### src/rtl/data_io_host.sv
// Host-side driver for the 23-bit command bus / 6-bit response bus of the
// accelerator I/O front end: one command per handshake, fixed settle time,
// then the sampled response is returned on a valid/ready handshake.
module data_io_host #(
  parameter int unsigned WAIT_CYCLES = 4,
  parameter int unsigned CNT_W       = 8
) (
  input  logic        clk,
  input  logic        rstn,
  input  logic        req_valid,
  output logic        req_ready,
  input  logic [1:0]  req_opcode,
  input  logic        req_write,
  input  logic [18:0] req_data,
  output logic        rsp_valid,
  input  logic        rsp_ready,
  output logic [1:0]  rsp_status,
  output logic [3:0]  rsp_result,
  output logic [22:0] bus_out,
  input  logic [5:0]  bus_in,
  output logic        busy,
  output logic [15:0] wr_count
);

  localparam int unsigned BUS_W = 23;
  localparam int unsigned LOW_W = 21;
  localparam int unsigned WC_W  = 16;

  typedef enum logic [1:0] {
    S_IDLE = 2'd0,
    S_WAIT = 2'd1,
    S_RESP = 2'd2
  } state_t;

  state_t            state, state_n;
  logic [BUS_W-1:0]  bus_n;
  logic              tog, tog_n;
  logic [CNT_W-1:0]  cnt, cnt_n;
  logic              rsp_valid_n;
  logic [1:0]        rsp_status_n;
  logic [3:0]        rsp_result_n;
  logic [WC_W-1:0]   wr_count_n;

  // Ready is forced low while reset is held so nothing is accepted during reset.
  assign req_ready = rstn && (state == S_IDLE);
  assign busy      = (state != S_IDLE);

  // State and datapath registers, synchronous active-low reset.
  always_ff @(posedge clk) begin
    if (!rstn) begin
      state      <= S_IDLE;
      bus_out    <= '0;
      tog        <= 1'b0;
      cnt        <= '0;
      rsp_valid  <= 1'b0;
      rsp_status <= '0;
      rsp_result <= '0;
      wr_count   <= '0;
    end else begin
      state      <= state_n;
      bus_out    <= bus_n;
      tog        <= tog_n;
      cnt        <= cnt_n;
      rsp_valid  <= rsp_valid_n;
      rsp_status <= rsp_status_n;
      rsp_result <= rsp_result_n;
      wr_count   <= wr_count_n;
    end
  end

  // Next-state and next-datapath logic; everything holds unless a state acts.
  always_comb begin
    state_n      = state;
    bus_n        = bus_out;
    tog_n        = tog;
    cnt_n        = cnt;
    rsp_valid_n  = rsp_valid;
    rsp_status_n = rsp_status;
    rsp_result_n = rsp_result;
    wr_count_n   = wr_count;
    case (state)
      S_IDLE: begin
        if (req_valid) begin
          if (req_write) begin
            // Parity field {we, tog} always changes, so the receiver sees a strobe.
            tog_n      = ~tog;
            bus_n      = {req_opcode, 1'b1, ~tog, req_data};
            wr_count_n = wr_count + WC_W'(1);
          end else begin
            // Opcode-only: low field untouched so no data is latched.
            bus_n = {req_opcode, bus_out[LOW_W-1:0]};
          end
          cnt_n   = CNT_W'(WAIT_CYCLES);
          state_n = S_WAIT;
        end
      end
      S_WAIT: begin
        if (cnt != '0) begin
          cnt_n = cnt - CNT_W'(1);
        end else begin
          rsp_status_n = bus_in[5:4];
          rsp_result_n = bus_in[3:0];
          rsp_valid_n  = 1'b1;
          state_n      = S_RESP;
        end
      end
      S_RESP: begin
        if (rsp_ready) begin
          rsp_valid_n = 1'b0;
          state_n     = S_IDLE;
        end
      end
      default: state_n = S_IDLE;
    endcase
  end

endmodule

### config.mk
export PLATFORM = sky130hd
export DESIGN_NAME = data_io_host
export DESIGN_NICKNAME = d
export VERILOG_FILES = /design/src/rtl/data_io_host.sv
export SDC_FILE = /design/constraint.sdc
export NUM_CORES = 1
export LEC_CHECK = 0
export ABC_AREA = 0
export CAP_MARGIN = 30
export CORE_ASPECT_RATIO = 0.8
export CORE_MARGIN = 2
export CORE_UTILIZATION = 40
export DETAILED_ROUTE_END_ITERATION = 8
export PLACE_DENSITY = 0.8
export SETUP_SLACK_MARGIN = 0.5
export SYNTH_ARGS = -nofsm -noshare
export SYNTH_HDL_FRONTEND = slang
export SYNTH_SLANG_ARGS = --single-unit
### constraint.sdc
create_clock -name clk -period 2 [get_ports clk]
set_input_delay 0.5 -clock clk [delete_from_list [all_inputs] [get_ports clk]]
set_output_delay 0.5 -clock clk [all_outputs]
set_load 0.02 [all_outputs]
# Word-level counts from Yosys, hierarchy flattened
# Index checks and enable logic that the tools add are counted.
# Widths: inputs -> output; s select.
[word_totals]
register_bits = 57
inputBits = 32
output_inout_bits = 48
elab_cells = 41
[op_classes]
addsub = 2
eq_ne = 6
mux = 10
bitwise = 2
reduce_logical = 12
[ops]
columns = ["op", "count"]
rows = [
  ["$add 16x1->16 const B", 1],
  ["$mux 8", 2],
  ["$pmux 8 s2", 1],
  ["$reduce_and 3->1", 4],
  ["$ne 2x2->1 const B", 4],
  ["$reduce_bool 8->1", 1],
  ["$sub 8x1->8 const B", 1],
  ["$mux 2", 3],
  ["$pmux 2 s3", 1],
  ["$reduce_bool 2->1", 3],
  ["$reduce_and 2->1", 2],
  ["$eq 2x1->1 const B", 1],
  ["$eq 2x2->1 const B", 1],
  ["$logic_not 2->1", 1],
  ["$mux 1", 2],
  ["$not 1->1", 2],
  ["$pmux 1 s2", 1],
  ["$logic_and 1x1->1", 1],
]

# Longest topological paths before layout
[logic_depth]
ltp_word = 3
depth_mapped = 7

# Worst setup path after synthesis
# No wires, ideal clock.
[synth_path]
kind = "in2reg"
startpoint = "in req_valid"
endpoint = "reg wr_count[15]"
setup_time_ns = 0.070
t_arrival_ns = 1.862
required_ns = 1.930
slack_ns = 0.068
stages = 4
n_path_buf = 0
path_cell_list = "or3b_1 or4_1 or3_1 a21oi_1"
[synth_via]
elab_chain_cells = 1
[synth_lines]
columns = ["item", "line", "text"]
rows = [
  ["from (decl)", "10", "input logic req_valid,"],
  ["$reduce_and 3->1 (no source line)", "n/a", ""],
  ["to (signal assigned)", "67", "wr_count <= wr_count_n;"],
  ["to (decl)", "22", "output logic [15:0] wr_count"],
]
# No other way between the ends.
# A chain may end at the register's enable or synchronous reset.

# Worst setup path in the final report
[layout_path]
startpoint = "reg state[1]"
endpoint = "reg cnt[7]"
[layout_via]
elab_chain_cells = 3
[layout_lines]
columns = ["item", "line", "text"]
rows = [
  ["from (decl)", "35", "state_t state, state_n;"],
  ["from (signal assigned)", "60", "state <= state_n;"],
  ["$eq 2x1->1 or $logic_not 2->1 (tied branches)", "81", "case (state)"],
  ["$ne 2x2->1 (no source line) or $reduce_bool 2->1 (tied branches)", "n/a", ""],
  ["$reduce_and 3->1 (no source line)", "n/a", ""],
  ["to (signal assigned)", "63", "cnt <= cnt_n;"],
  ["to (decl)", "38", "logic [CNT_W-1:0] cnt, cnt_n;"],
]
# Parallel ways exist; a longest one is shown, timed or not.

==> impl_metrics.yaml <==
outcome:
  outcome: "completed"
logic_synthesis:
  seq_area_frac_synth_pct: 49.0
  synth_xor_area_share_pct: 4.21
  yosys_register_bits: 56
  synth_edf_count: 0
  netlist_area_um2: 2290
  synth_nets: 307
  synth_compound_area_share_pct: 11.5
  synthCells: 272
  synthMuxAreaShare_pct: 3.99
  async_reset_ff_share_pct: 0
  synth_top_family_by_area: "simple AND/OR/NAND/NOR gates"
  synthFlopType: "dfxtp_1"
  avgSynthCellArea_um2: 8.41
  ys_types: 33
  synth_warnings: 0
  synthSimpleGateAreaFrac_pct: 26.4
  yosys.area_share.adder_pct: 1.64
placed_design:
  io_buffers: 79
  gp_congestion: 0.816
  dpl_cell_area_um2: 3370
  place_ws_ns: -0.347
  dpl.hpwl_um: 4350
sta:
  tightest_slew_ns: 0.546
  period_share_pct: 87.2
  layout_min_cycle_time_ns: 1.74
  tns_ns: 0
  clock.fmax_ghz: 0.574
  rsz0062_at_grt: "yes"
  setup_viol: 0
  timing.final.ws_setup_ns: 0.256
  skew_ns: 0.00958
  finalHoldViolations: 0
  finalMaxSlewViolations: 0
  slew_headroom_pct: 63.6
final_layout:
  num_antenna_cells: 0
  layout-drive-gt1-share_pct: 44.3
  area_growth_pct: 82.2
  final_cell_area_um2: 4170
  final_util_pct: 75.9
  nNetsFinal: 437
drt:
  drtIter0Drc: 81
  avgViaCountPerCell: 5.18
  drc: 0
  first_pass_iters: 4
  ant_nets: 0
  avgRoutedWirePerCell_um: 16.2
  routed_wirelength_um: 7770
  dr_total_vias: 2486
pwr:
  peakVddDrop_v: 0.000605
  p_per_area_nw_per_um2: 1180
  power_mw: 4.91
  p_leak_nw: 1.76
global_routing:
  track_usage_pct: 24.0
  grt_pass1_vias: 2438
  grt_pass1_wl_um: 11800
  overflow: 0
  antenna_found_initial: 0
  grt_start_max_net_pins: 50
clock_network:
  h-tree-depth: 2
  cts.path.max_buffers: 2
  clk_pin_slew_ns: 0.09
  cts_root_buf: "clkbuf_8"
  cts_tree: "done"
  clk_latency_ns: 0.31
  cts_buffers: 5
  cts.hold.buffers_added: 0
  cts_num_sinks: 56
worst_setup_path:
  rr_worst_depth: 4
  crit_type: "reg -> reg"
  reg2reg_slack_ns: 0.26
  required_ns: 2.25
  cp_common_cell: "or3_4"
  crit_slowest_cell: "or4_4"
  cp_num_buf_inv: 0
  path_max_fanout: 5
  rr_endpoint: "cnt[7]"
  end_kind: "flop"
  worstPathArrival_ns: 1.99
  cp_top_family: "simple AND/OR/NAND/NOR gates"
  cp-start-kind: "flop"
  cpPeakStageDelay_ns: 0.43
  regToRegStartpoint: "state[1]"
  cp_cell_sequence: "or3_4, or3_4, or4_4, a21oi_2"
floorplanning:
  io_pins: 80
  fp.dieArea_um2: 6350
  fp.dieW_um: 88.6
  initial_core_util_pct: 41.6
  die_h_um: 71.7
  row_count: 24
  core_area_um2: 5500
worst_hold_path:
  min-delay-start: "bus_out[1]"
  min_to: "bus_out[1]"
  hold_path_class: "reg -> reg"
  hold_depth: 2
flow_run:
  drv_cap: 0
[worst min-delay path, stage by stage (launching register included)]
cell,delay (ns)
dfxtp_1,0.32
nand2_1,0.05
a21oi_1,0.05
[cell families (layout without fill, tap and decap cells)]
family | after synthesis | after routing
AND/OR/NAND/NOR | 125 | 125
flip-flops | 56 | 56
AO/OA/AOI/OAI | 49 | 49
buffers and inverters | 19 | 149
XOR/XNOR | 11 | 11
multiplexers | 9 | 9
adder cells (fa/ha/maj) | 3 | 3
[worst max-delay path by stage]
stage	depth (start not counted)	slack, ns	startpoint	end
global route	6	0.22	wr_count[0]	wr_count[12]
finish	4	0.26	state[1]	cnt[7]
detailed placement	5	-0.35	req_valid	wr_count[15]
global placement	5	-0.31	req_valid	wr_count[15]
floorplan	4	0.25	req_valid	wr_count[15]
CTS	4	0.26	state[1]	cnt[7]
[area by class of cell]
cell class / instances / area (µm²)
Sequential cell: 56 / 1170
Timing Repair Buffer: 139 / 1380
Clock buffer: 6 / 72.6
Clock inverter: 1 / 5.00
Fill cell: 369 / 1330
Inverter: 3 / 13.8
Tap cell: 78 / 97.6
Multi-Input combinational cell: 197 / 1430
[where the power goes]
| part | switching [mW] | internal (mW) |
|---|---|---|
| combinational | 1.26 | 1.52 |
| clock | 0.346 | 0.239 |
| sequential | 0.204 | 1.33 |
| total | 1.81 | 3.09 |
[cell usage in the layout (no fill, tap or decap), types with 11 or more instances in the layout]
cell type	instances
a21oi_1	27
dfxtp_1	36
clkbuf_2	15
clkdlybuf4s15_1	12
nand2_1	38
clkdlybuf4s50_1	28
buf_6	20
nor2_1	20
dfxtp_2	11
buf_4	31
[Yosys cell counts (3+ instances only)]
library cell / count / area (µm²)
o31ai_1: 4 / 30.0
nor4_1: 3 / 18.8
or2_2: 4 / 25.0
nand2b_1: 4 / 25.0
or3_1: 8 / 50.1
xor2_1: 4 / 35.0
and3_1: 3 / 18.8
nand4_1: 7 / 43.8
nor3_1: 3 / 15.0
or4_1: 5 / 37.5
clkbuf_1: 15 / 56.3
ha_1: 3 / 37.5
nand2_1: 53 / 199
a21oi_1: 34 / 170
nor2_1: 23 / 86.3
o21ai_0: 8 / 40.0
xnor2_1: 7 / 61.3
dfxtp_1: 56 / 1120
mux2i_1: 8 / 80.1
nand3_1: 5 / 25.0
[metal layers]
layer	share of wire [%]	GRT usage [%]	up-vias	wire, µm
li1	-	-	1200	-
met1	42	30.8	1202	3270
met2	52	40.8	70	4020
met3	4.2	5.07	14	325
met4	2.0	6.90	0	157
met5	0	0	-	0
[stage by stage]
step,std cells,hold slack [ns]
3_3_place_gp,434,0.441
6_report,480,0.461
2_1_floorplan,272,0.476
5_1_grt,480,0.479
3_5_place_dp,434,0.447
4_1_cts,474,0.459
[registers in the layout, summed over array words and instances (netlist names)]
signal / flops
rsp_result: 4
cnt: 8
wr_count: 16
rsp_status: 2
bus_out: 23
rsp_valid: 1
state: 2
[timing repair]
| action | CTS | global route |
|---|---|---|
| endpoints found under the setup margin | 100 | 95 |
| gates cloned | 6 | 0 |
| pin swaps | 30 | 11 |
| setup buffers | 27 | 6 |
| gates resized for setup | 174 | 81 |
No activity file was read; power rests on OpenSTA's default activity.
